### src/rtl/mips_mem_arbiter_if.sv
// Bus bundle between the three memory requesters, the arbiter and the
// unified word memory.
interface mips_mem_arbiter_if #(
   parameter int AW = 10,
   parameter int DW = 32
);
   logic          if_req;
   logic [AW-1:0] if_addr;
   logic          if_gnt;
   logic          if_rvalid;
   logic [DW-1:0] if_rdata;

   logic          dm_req;
   logic          dm_we;
   logic [AW-1:0] dm_addr;
   logic [DW-1:0] dm_wdata;
   logic          dm_gnt;
   logic          dm_rvalid;
   logic [DW-1:0] dm_rdata;

   logic          dbg_req;
   logic          dbg_we;
   logic          dbg_lock;
   logic [AW-1:0] dbg_addr;
   logic [DW-1:0] dbg_wdata;
   logic          dbg_gnt;
   logic          dbg_rvalid;
   logic [DW-1:0] dbg_rdata;

   logic          mem_en;
   logic          mem_we;
   logic [AW-1:0] mem_addr;
   logic [DW-1:0] mem_wdata;
   logic [DW-1:0] mem_rdata;

   modport slave (
      input  if_req, if_addr,
      output if_gnt, if_rvalid, if_rdata,
      input  dm_req, dm_we, dm_addr, dm_wdata,
      output dm_gnt, dm_rvalid, dm_rdata,
      input  dbg_req, dbg_we, dbg_lock, dbg_addr, dbg_wdata,
      output dbg_gnt, dbg_rvalid, dbg_rdata,
      output mem_en, mem_we, mem_addr, mem_wdata,
      input  mem_rdata
   );

   modport master (
      output if_req, if_addr,
      input  if_gnt, if_rvalid, if_rdata,
      output dm_req, dm_we, dm_addr, dm_wdata,
      input  dm_gnt, dm_rvalid, dm_rdata,
      output dbg_req, dbg_we, dbg_lock, dbg_addr, dbg_wdata,
      input  dbg_gnt, dbg_rvalid, dbg_rdata,
      input  mem_en, mem_we, mem_addr, mem_wdata,
      output mem_rdata
   );
endinterface

### src/rtl/mips_mem_arbiter.sv
// Single-port memory arbiter: DBG > DM > IF with an IF starvation guard
// and a debug exclusive-lock mode.
module mips_mem_arbiter #(
   parameter int AW         = 10,
   parameter int DW         = 32,
   parameter int STARVE_MAX = 4
) (
   input logic               clk1,
   input logic               rst_n,
   mips_mem_arbiter_if.slave bus
);

   typedef enum logic {ARB, LOCK} state_t;
   typedef enum logic [1:0] {
      OWN_NONE, OWN_IF, OWN_DM, OWN_DBG
   } owner_t;

   state_t   state;
   state_t   state_d;
   owner_t   owner_q;
   owner_t   owner_d;
   logic [2:0] starve_cnt;

   logic lock_hold;
   logic starved;
   logic g_if;
   logic g_dm;
   logic g_dbg;

   always_comb begin
      lock_hold = (state == LOCK) && bus.dbg_lock;
      starved   = (starve_cnt == 3'(STARVE_MAX));
      g_if      = 1'b0;
      g_dm      = 1'b0;
      g_dbg     = 1'b0;
      if (lock_hold)
         g_dbg = bus.dbg_req;
      else if (starved && bus.if_req)
         g_if = 1'b1;
      else if (bus.dbg_req)
         g_dbg = 1'b1;
      else if (bus.dm_req)
         g_dm = 1'b1;
      else if (bus.if_req)
         g_if = 1'b1;
   end

   assign bus.if_gnt  = g_if;
   assign bus.dm_gnt  = g_dm;
   assign bus.dbg_gnt = g_dbg;

   always_comb begin
      bus.mem_en    = 1'b0;
      bus.mem_we    = 1'b0;
      bus.mem_addr  = '0;
      bus.mem_wdata = '0;
      owner_d       = OWN_NONE;
      unique case (1'b1)
         g_dbg: begin
            bus.mem_en    = 1'b1;
            bus.mem_we    = bus.dbg_we;
            bus.mem_addr  = bus.dbg_addr;
            bus.mem_wdata = bus.dbg_wdata;
            owner_d       = bus.dbg_we ? OWN_NONE : OWN_DBG;
         end
         g_dm: begin
            bus.mem_en    = 1'b1;
            bus.mem_we    = bus.dm_we;
            bus.mem_addr  = bus.dm_addr;
            bus.mem_wdata = bus.dm_wdata;
            owner_d       = bus.dm_we ? OWN_NONE : OWN_DM;
         end
         g_if: begin
            bus.mem_en    = 1'b1;
            bus.mem_addr  = bus.if_addr;
            owner_d       = OWN_IF;
         end
         default: ;
      endcase
   end

   // Lock persists while dbg_lock stays high, even with dbg_req idle.
   assign state_d = (lock_hold || (g_dbg && bus.dbg_lock)) ? LOCK : ARB;

   always_ff @(posedge clk1 or negedge rst_n) begin
      if (!rst_n) begin
         state      <= ARB;
         owner_q    <= OWN_NONE;
         starve_cnt <= 3'd0;
      end else begin
         state   <= state_d;
         owner_q <= owner_d;
         if (!bus.if_req || g_if)
            starve_cnt <= 3'd0;
         else if (!starved)
            starve_cnt <= starve_cnt + 3'd1;
      end
   end

   assign bus.if_rvalid  = (owner_q == OWN_IF);
   assign bus.dm_rvalid  = (owner_q == OWN_DM);
   assign bus.dbg_rvalid = (owner_q == OWN_DBG);

   assign bus.if_rdata  = bus.if_rvalid  ? bus.mem_rdata : '0;
   assign bus.dm_rdata  = bus.dm_rvalid  ? bus.mem_rdata : '0;
   assign bus.dbg_rdata = bus.dbg_rvalid ? bus.mem_rdata : '0;

endmodule

### src/flat_wrapper.sv
// flat-port wrapper written by rule: the top's interface ports become plain ports
module mips_mem_arbiter_flat 
#(
   parameter int AW         = 10,
   parameter int DW         = 32,
   parameter int STARVE_MAX = 4
)
  (clk1, rst_n, bus_if_req, bus_if_addr, bus_if_gnt, bus_if_rvalid, bus_if_rdata, bus_dm_req, bus_dm_we, bus_dm_addr, bus_dm_wdata, bus_dm_gnt, bus_dm_rvalid, bus_dm_rdata, bus_dbg_req, bus_dbg_we, bus_dbg_lock, bus_dbg_addr, bus_dbg_wdata, bus_dbg_gnt, bus_dbg_rvalid, bus_dbg_rdata, bus_mem_en, bus_mem_we, bus_mem_addr, bus_mem_wdata, bus_mem_rdata);
  mips_mem_arbiter_if #(.AW(AW), .DW(DW)) bus_i ();
  input logic clk1;
  input logic rst_n;
  input wire logic [$bits(bus_i.if_req)-1:0] bus_if_req;
  input wire logic [$bits(bus_i.if_addr)-1:0] bus_if_addr;
  output wire logic [$bits(bus_i.if_gnt)-1:0] bus_if_gnt;
  output wire logic [$bits(bus_i.if_rvalid)-1:0] bus_if_rvalid;
  output wire logic [$bits(bus_i.if_rdata)-1:0] bus_if_rdata;
  input wire logic [$bits(bus_i.dm_req)-1:0] bus_dm_req;
  input wire logic [$bits(bus_i.dm_we)-1:0] bus_dm_we;
  input wire logic [$bits(bus_i.dm_addr)-1:0] bus_dm_addr;
  input wire logic [$bits(bus_i.dm_wdata)-1:0] bus_dm_wdata;
  output wire logic [$bits(bus_i.dm_gnt)-1:0] bus_dm_gnt;
  output wire logic [$bits(bus_i.dm_rvalid)-1:0] bus_dm_rvalid;
  output wire logic [$bits(bus_i.dm_rdata)-1:0] bus_dm_rdata;
  input wire logic [$bits(bus_i.dbg_req)-1:0] bus_dbg_req;
  input wire logic [$bits(bus_i.dbg_we)-1:0] bus_dbg_we;
  input wire logic [$bits(bus_i.dbg_lock)-1:0] bus_dbg_lock;
  input wire logic [$bits(bus_i.dbg_addr)-1:0] bus_dbg_addr;
  input wire logic [$bits(bus_i.dbg_wdata)-1:0] bus_dbg_wdata;
  output wire logic [$bits(bus_i.dbg_gnt)-1:0] bus_dbg_gnt;
  output wire logic [$bits(bus_i.dbg_rvalid)-1:0] bus_dbg_rvalid;
  output wire logic [$bits(bus_i.dbg_rdata)-1:0] bus_dbg_rdata;
  output wire logic [$bits(bus_i.mem_en)-1:0] bus_mem_en;
  output wire logic [$bits(bus_i.mem_we)-1:0] bus_mem_we;
  output wire logic [$bits(bus_i.mem_addr)-1:0] bus_mem_addr;
  output wire logic [$bits(bus_i.mem_wdata)-1:0] bus_mem_wdata;
  input wire logic [$bits(bus_i.mem_rdata)-1:0] bus_mem_rdata;
  assign bus_i.if_req = bus_if_req;
  assign bus_i.if_addr = bus_if_addr;
  assign bus_if_gnt = bus_i.if_gnt;
  assign bus_if_rvalid = bus_i.if_rvalid;
  assign bus_if_rdata = bus_i.if_rdata;
  assign bus_i.dm_req = bus_dm_req;
  assign bus_i.dm_we = bus_dm_we;
  assign bus_i.dm_addr = bus_dm_addr;
  assign bus_i.dm_wdata = bus_dm_wdata;
  assign bus_dm_gnt = bus_i.dm_gnt;
  assign bus_dm_rvalid = bus_i.dm_rvalid;
  assign bus_dm_rdata = bus_i.dm_rdata;
  assign bus_i.dbg_req = bus_dbg_req;
  assign bus_i.dbg_we = bus_dbg_we;
  assign bus_i.dbg_lock = bus_dbg_lock;
  assign bus_i.dbg_addr = bus_dbg_addr;
  assign bus_i.dbg_wdata = bus_dbg_wdata;
  assign bus_dbg_gnt = bus_i.dbg_gnt;
  assign bus_dbg_rvalid = bus_i.dbg_rvalid;
  assign bus_dbg_rdata = bus_i.dbg_rdata;
  assign bus_mem_en = bus_i.mem_en;
  assign bus_mem_we = bus_i.mem_we;
  assign bus_mem_addr = bus_i.mem_addr;
  assign bus_mem_wdata = bus_i.mem_wdata;
  assign bus_i.mem_rdata = bus_mem_rdata;
  mips_mem_arbiter #(.AW(AW), .DW(DW), .STARVE_MAX(STARVE_MAX)) u_core (.clk1(clk1), .rst_n(rst_n), .bus(bus_i));
endmodule
### config.mk
export PLATFORM = sky130hd
export DESIGN_NAME = mips_mem_arbiter_flat
export DESIGN_NICKNAME = d
export VERILOG_FILES = /design/src/rtl/mips_mem_arbiter_if.sv /design/src/rtl/mips_mem_arbiter.sv /design/src/flat_wrapper.sv
export SDC_FILE = /design/constraint.sdc
export NUM_CORES = 1
export LEC_CHECK = 0
export ABC_AREA = 0
export BUFFER_PORTS_ARGS = -buffer_cell sky130_fd_sc_hd__buf_2
export CAP_MARGIN = 20
export CORE_AREA = 2 2 110 112
export CTS_CLUSTER_DIAMETER = 30
export DETAILED_ROUTE_END_ITERATION = 6
export DIE_AREA = 0 0 112 114
export PLACE_DENSITY_LB_ADDON = 0.05
export SYNTH_ARGS = -nofsm -noshare
export SYNTH_HDL_FRONTEND = slang
export SYNTH_SLANG_ARGS = --single-unit
### constraint.sdc
create_clock -name clk1 -period 2.73 [get_ports clk1]
set_input_delay 0.546 -clock clk1 [delete_from_list [all_inputs] [get_ports clk1]]
set_output_delay 0.546 -clock clk1 [all_outputs]
set_load 0.02 [all_outputs]
==> results of run 1 <==
==> flip-flops by register name (all words and copies together), names as in the netlist <==
| signal | count |
|---|---|
| u_core.owner_q | 2 |
| u_core.starve_cnt | 3 |
| u_core.state | 1 |
==> timing repair <==
action,4_1_cts,5_1_grt
setup endpoints to repair,27,10
resized for setup,2,2
endpoints found under the hold margin,0,0
==> synth_stat cells, drive strengths merged, types with 2 or more instances <==
cell type | n | share of area
and3 | 44 | 0.18
o2bb2ai | 2 | 0.012
ha | 2 | 0.016
inv | 5 | 0.012
buf | 8 | 0.038
clkbuf | 15 | 0.037
nor2b | 2 | 0.0082
a22o | 33 | 0.19
and2 | 65 | 0.27
a221o | 10 | 0.066
nand2 | 3 | 0.0074
o21ai | 2 | 0.0091
dfrtp | 6 | 0.099
==> cell families (layout without fill, tap and decap cells) <==
family / count (synthesis) / in the layout
AO/OA/AOI/OAI: 51 / 51
XOR/XNOR: 1 / 1
adder cells (fa/ha/maj): 2 / 2
buffers and inverters: 28 / 293
flip-flops: 6 / 6
multiplexers: 1 / 1
AND/OR/NAND/NOR: 118 / 118
==> layout make-up <==
type	count	area share
clock buffer	3	0.0240
timing repair buffer	285	0.464
multi-input combinational	173	0.397
tap	147	0.0588
inverter	5	0.00759
sequential	6	0.0480
==> power breakdown <==
group / total (mW) / internal, mW / switching [mW] / leakage [nW]
Sequential: 0.106 / 0.0978 / 0.00862 / 0.0773
Clock: 0.234 / 0.188 / 0.0459 / 0.0370
Combinational: 0.612 / 0.252 / 0.360 / 2.00
==> per-layer routing <==
layer / part of all wire / up-vias / global-route usage
met1: 0.37 / 1123 / 0.135
met3: 0.11 / 2 / 0.0372
met2: 0.52 / 173 / 0.245
met4: 0.0025 / 0 / 0.0171
li1: - / 1286 / -
met5: 0 / - / 0
==> placed cells by master (no fill, tap or decap), types with 2 or more instances in the layout <==
master     count
buf_2        279
and2_1        65
and3_1        44
a22o_1        33
a221o_1       10
dfrtp_1        6
buf_4          5
inv_1          4
nand2_1        3
clkbuf_16      3
o2bb2ai_1      2
nor2b_1        2
ha_1           2
==> per-stage QoR <==
step	total power, mW	setup WS [ps]	utilization	std cells
finish	0.952	159	0.267	619
global placement	0.733	-47.4	0.260	616
detailed placement	0.727	-2.14	0.260	616
CTS	0.967	61.0	0.266	619
global route	1.01	7.25	0.267	619
floorplan	0.459	611	-	207
==> worst max-delay path, stage by stage (launching register included) <==
cell and delay [ps]:
dfrtp_1 370, inv_1 90, ha_1 230, nand2_1 170
o21ai_4 250, inv_6 160, a221o_1 350, buf_2 170
==> worst min-delay path by stage <==
stage	from	endpoint	slack, ps	cells past startpoint
finish	rst_n	u_core.starve_cnt[0]	130	1
global route	rst_n	u_core.starve_cnt[1]	150	1
CTS	rst_n	u_core.starve_cnt[1]	130	1
detailed placement	rst_n	u_core.starve_cnt[1]	370	1
global placement	rst_n	u_core.starve_cnt[0]	370	1
floorplan	rst_n	u_core.owner_q[0]	250	0
==> results.tsv, run 1 <==
stage	metric	value	unit
timing	hold_ws	134	ps
setup_path	startpoint class of the critical path	register	
timing	Tmin final	2570	ps
timing	fin. max-slew vios	0	
setup_path	Worst Setup SP	u_core.starve_cnt[0]	
clock_network	root buffer cell	clkbuf_16	
setup_path	Critical Path Sink Type	output pin	
synthesis	Post-synth top flop	dfrtp_1	
grt	pin count of the biggest net entering global routing	46	
die	effective utilization at floorplan	0.130	
die	die width	112	um
clock_network	Sink Count	6	
timing	max_slew headroom	0.502	
setup_path	Crit Path Class	reg -> out	
power_and_ir_drop	power per cell area	304	mW/mm^2
clock_network	H-tree levels	1	
synthesis	library cells used by synthesis	27	
synthesis	Post-Syn Area	0.00152	mm^2
clock_network	Num CTS Buffers	3	
timing	Worst Tran Pin Value	747	ps
setup_path	FF-to-FF setup slack	1020	ps
synthesis	Adder-Cell Fraction of Synth Area	0.0165	
min_path	hold crit path type	in -> async	
final_layout	layout cell share with drive strength beyond 1	0.617	
die	row count	40	
synthesis	simple-gate share of the synthesized area	0.484	
setup_path	worst setup path end	bus_mem_addr[0]	
final_layout	P&R area growth vs syn	106	%
clock_network	Reg clk slew, reported paths	30	ps
grt	Tot GR Track Use	0.125	
final_layout	sequential cell area	150	um^2
routing	Final ANT Viol Nets	0	
final_layout	fin nets	610	
timing	final hold vios	0	
timing	final setup vio count	0	
routing	Final Routed Wirelength	8.98	mm
placement	Placement Cell Area	0.00304	mm^2
grt	total grt overflow	0	
clock_network	Skew-Pair Late Insertion Delay	230	ps
placement	port bufs	279	
synthesis	largest family of logic cells by synthesized area	simple AND/OR/NAND/NOR gates	
clock_network	CTS Buffer Depth	2	
routing	DR pass1 iterations	4	
run	max cap viols	0	
synthesis	Synth Area in Compound Gates	0.301	
synthesis	#FFs+latches synth	6	
synthesis	Mean Syn Cell Area	7.34	um^2
routing	drt via density	4.17	
setup_path	reg2reg end	u_core.starve_cnt[1]	
routing	DR WL/cell	14.5	um
timing	final clock skew	1.32	ps
routing	DR DRC count	0	
timing	Setup TNS	0	ps
final_layout	cell area after layout	0.00313	mm^2
clock_network	cts hold-fix bufs	0	
synthesis	Yosys warning count	0	
die	Ports	280	
timing	Peak Freq	389	MHz
timing	final worst-path cycle share	0.942	
synthesis	Post-Syn Instances	207	
grt	first-pass GRT wire length	13.0	mm
power_and_ir_drop	peak supply drop	0.000149	V
power_and_ir_drop	Leak	2.11	nW
synthesis	number of synthesized flops with an enable pin	0	
setup_path	worst r2r src	u_core.starve_cnt[0]	
grt	vias in the first global route	2342	
setup_path	Crit Path Max Fanout	45	
clock_network	setup repair bufs after CTS	0	
synthesis	mux share of post-synthesis cell area	0.00741	
routing	routed vias	2584	
setup_path	cells on worst reg2reg path	5	
placement	Placer Congestion	0.715	
setup_path	CP Data Arrival Time	2030	ps
routing	Starting DRT DRC Count	70	
grt	antenna violations before repair	0	
die	die area	0.0128	mm^2
synthesis	Seq/Total Area, Yosys	0.0988	
final_layout	# diodes	0	
timing	unrepaired setup endpoints after global routing	false	
synthesis	Syn Nets	343	
die	Die Y	114	um
setup_path	CP required	2180	ps
final_layout	area of the multi-input gates	0.00124	mm^2
clock_network	CTS tree	yes	
die	Core ar.	0.0117	mm^2
synthesis	Synth Area in XOR/XNOR	0.00577	
placement	DP HPWL	7.44	mm
synthesis	Async SR Flop Fraction	1.00	
final_layout	Fillers	1309	
status	status	complete, no violations	
(Power assumes the default switching activity.)
==> run 2: changes to the inputs <==
GPL_TIMING_DRIVEN = 0   (was default)
==> results.tsv, run 2 (synthesis results as in run 1) <==
stage	metric	value	unit	change
die	effective utilization at floorplan	0.130		unchanged
power_and_ir_drop	power per cell area	301	mW/mm^2	-0.96%
timing	max_slew headroom	0.732		+0.229
final_layout	most frequent cells in the layout	buf_2 (283), and2_1 (65), and3_1 (44), a22o_1 (33), clkbuf_1 (14)		
clock_network	CTS tree	yes		
power_and_ir_drop	clock share of power	0.245		about the same
timing	Setup TNS	0	ps	unchanged
grt	vias in the first global route	2463		+5.2%
routing	routed vias	2671		+3.4%
final_layout	max reg flops	3		unchanged
clock_network	Num CTS Buffers	3		unchanged
die	die width	112	um	unchanged
power_and_ir_drop	power share of the combinational group	0.641		-0.002
die	Core ar.	0.0117	mm^2	unchanged
setup_path	crit path cell chain	inv_1 -> ha_1 -> nand2_1 -> o21ai_2 -> inv_2 -> buf_6 -> a221o_1 -> buf_2		
placement	port bufs	279		unchanged
timing	Tmin final	2550	ps	-24.7 ps
routing	drt via density	4.19		+0.45%
grt	pin count of the biggest net entering global routing	11		-76%
setup_path	slowest cell on the critical path	dfrtp_1		
setup_path	stages on the worst setup path	8		+1
clock_network	cts hold-fix bufs	0		unchanged
clock_network	Skew-Pair Late Insertion Delay	230	ps	about the same
power_and_ir_drop	Psw	0.417	mW	+0.64%
routing	Final ANT Viol Nets	0		unchanged
status	status	complete, no violations		
power_and_ir_drop	peak supply drop	0.000113	V	-24%
placement	Placer Congestion	0.729		+2.0%
setup_path	FF-to-FF setup slack	1050	ps	+30 ps
final_layout	register with the most flip-flops	u_core.starve_cnt		
routing	Starting DRT DRC Count	92		+31%
routing	DR WL/cell	14.3	um	-1.1%
final_layout	top flop regs	u_core.starve_cnt x3, u_core.owner_q x2, u_core.state x1		
grt	total grt overflow	0		unchanged
clock_network	setup repair bufs after CTS	0		unchanged
timing	final clock skew	1.96	ps	+0.643 ps
grt	first-pass GRT wire length	13.3	mm	+2.6%
setup_path	Crit Path Max Fanout	10		-78%
setup_path	CP Data Arrival Time	2000	ps	-30 ps
clock_network	CTS Buffer Depth	2		unchanged
power_and_ir_drop	Sequential Power Share	0.113		about the same
setup_path	CP required	2180	ps	about the same
grt	antenna violations before repair	1		+1
die	row count	40		unchanged
timing	final hold vios	0		unchanged
timing	fin. max-slew vios	0		unchanged
timing	final setup vio count	0		unchanged
timing	Peak Freq	393	MHz	+0.97%
clock_network	Post-CTS Resized	0		-2
power_and_ir_drop	sw frac	0.436		about the same
power_and_ir_drop	Internal	0.540	mW	+0.55%
setup_path	cells on worst reg2reg path	7		+2
final_layout	commonest non-fill, non-tap cell in the layout	buf_2		
placement	DP HPWL	7.97	mm	+7.2%
setup_path	delay-heaviest family, CP	buffers and inverters		
setup_path	startpoint class of the critical path	register		
run	max cap viols	0		unchanged
routing	DR DRC count	0		unchanged
final_layout	layout cell share with drive strength beyond 1	0.601		-0.0153
clock_network	H-tree levels	1		unchanged
timing	worst setup margin	183	ps	+24.7 ps
setup_path	WP buf/inv	4		+1
clock_network	Sink Count	6		unchanged
timing	final worst-path cycle share	0.933		-0.00904
power_and_ir_drop	Leak	2.14	nW	+1.2%
clock_network	Reg clk slew, reported paths	30	ps	about the same
setup_path	Critical Path Sink Type	output pin		
min_path	hold crit path type	in -> async		
timing	unrepaired setup endpoints after global routing	false		
setup_path	Crit Path Class	reg -> out		
routing	Final Routed Wirelength	9.14	mm	+1.8%
die	Ports	280		unchanged
setup_path	Crit path largest cell delay	370	ps	about the same
grt	Tot GR Track Use	0.129		+0.00418
die	die area	0.0128	mm^2	unchanged
final_layout	P&R area growth vs syn	109	%	
placement	post-placement setup slack	333	ps	+335 ps
clock_network	root buffer cell	clkbuf_16		
die	Die Y	114	um	unchanged
routing	DR pass1 iterations	4		unchanged
final_layout	fin nets	627		+2.8%
timing	Worst Tran Pin Value	402	ps	-344 ps
-- run 2: area by class of cell --
cell class / count / area, um^2
Sequential cell: 6 / 150
Buffer: 23 / 116
Fill cell: 1363 / 8530
Timing Repair Buffer: 279 / 1400
Clock buffer: 3 / 75.1
Inverter: 5 / 18.8
Tap cell: 147 / 184
Antenna cell: 1 / 2.50
Multi-Input combinational cell: 173 / 1240
-- run 2: metrics by stage --
stage	power (mW)	utilization	hold slack [ps]	instances	instance area [um^2]
2_1_floorplan	0.459	-	250	207	1520
3_3_place_gp	0.739	0.265	382	633	3100
3_5_place_dp	0.733	0.265	385	633	3100
4_1_cts	0.972	0.271	147	636	3170
5_1_grt	1.02	0.271	150	637	3180
6_report	0.958	0.271	141	637	3180
-- run 2: worst reg2reg max path: cells and delay by family, from the launching register on --
family / cells / cell delay (ps)
buffers and inverters: 3 / 450
AOI/OAI and AO/OA: 2 / 410
DFF: 1 / 370
adders and majority gates: 1 / 220
and+or+nand+nor: 1 / 140
-- run 2: power by group through the flow --
stage / registers, mW / clock network, mW / logic, mW
floorplan: 0.105 / 0 / 0.354
global placement: 0.109 / 0 / 0.630
detailed placement: 0.110 / 0 / 0.623
CTS: 0.109 / 0.238 / 0.625
global route: 0.111 / 0.247 / 0.666
finish: 0.109 / 0.235 / 0.614
-- run 2: worst paths after layout --
| path | from | to |
|---|---|---|
| hold / removal | rst_n | u_core.starve_cnt[1] |
| min in group clk1 | bus_dbg_we | u_core.owner_q[1] |
| max in group asynchronous | rst_n | u_core.owner_q[0] |
| hold reg to reg | u_core.state | u_core.state |
| setup reg to reg | u_core.starve_cnt[0] | u_core.state |
| setup / recovery | u_core.starve_cnt[0] | bus_mem_addr[7] |
-- run 2: per-layer routing --
metal  routed length, um  vias to the layer above  global-route usage
met4                 123                        0              0.0285
met3                 997                        9              0.0388
li1                    -                     1320                   -
met2                4680                      172               0.248
met5                   0                        -                   0
met1                3330                     1170               0.139
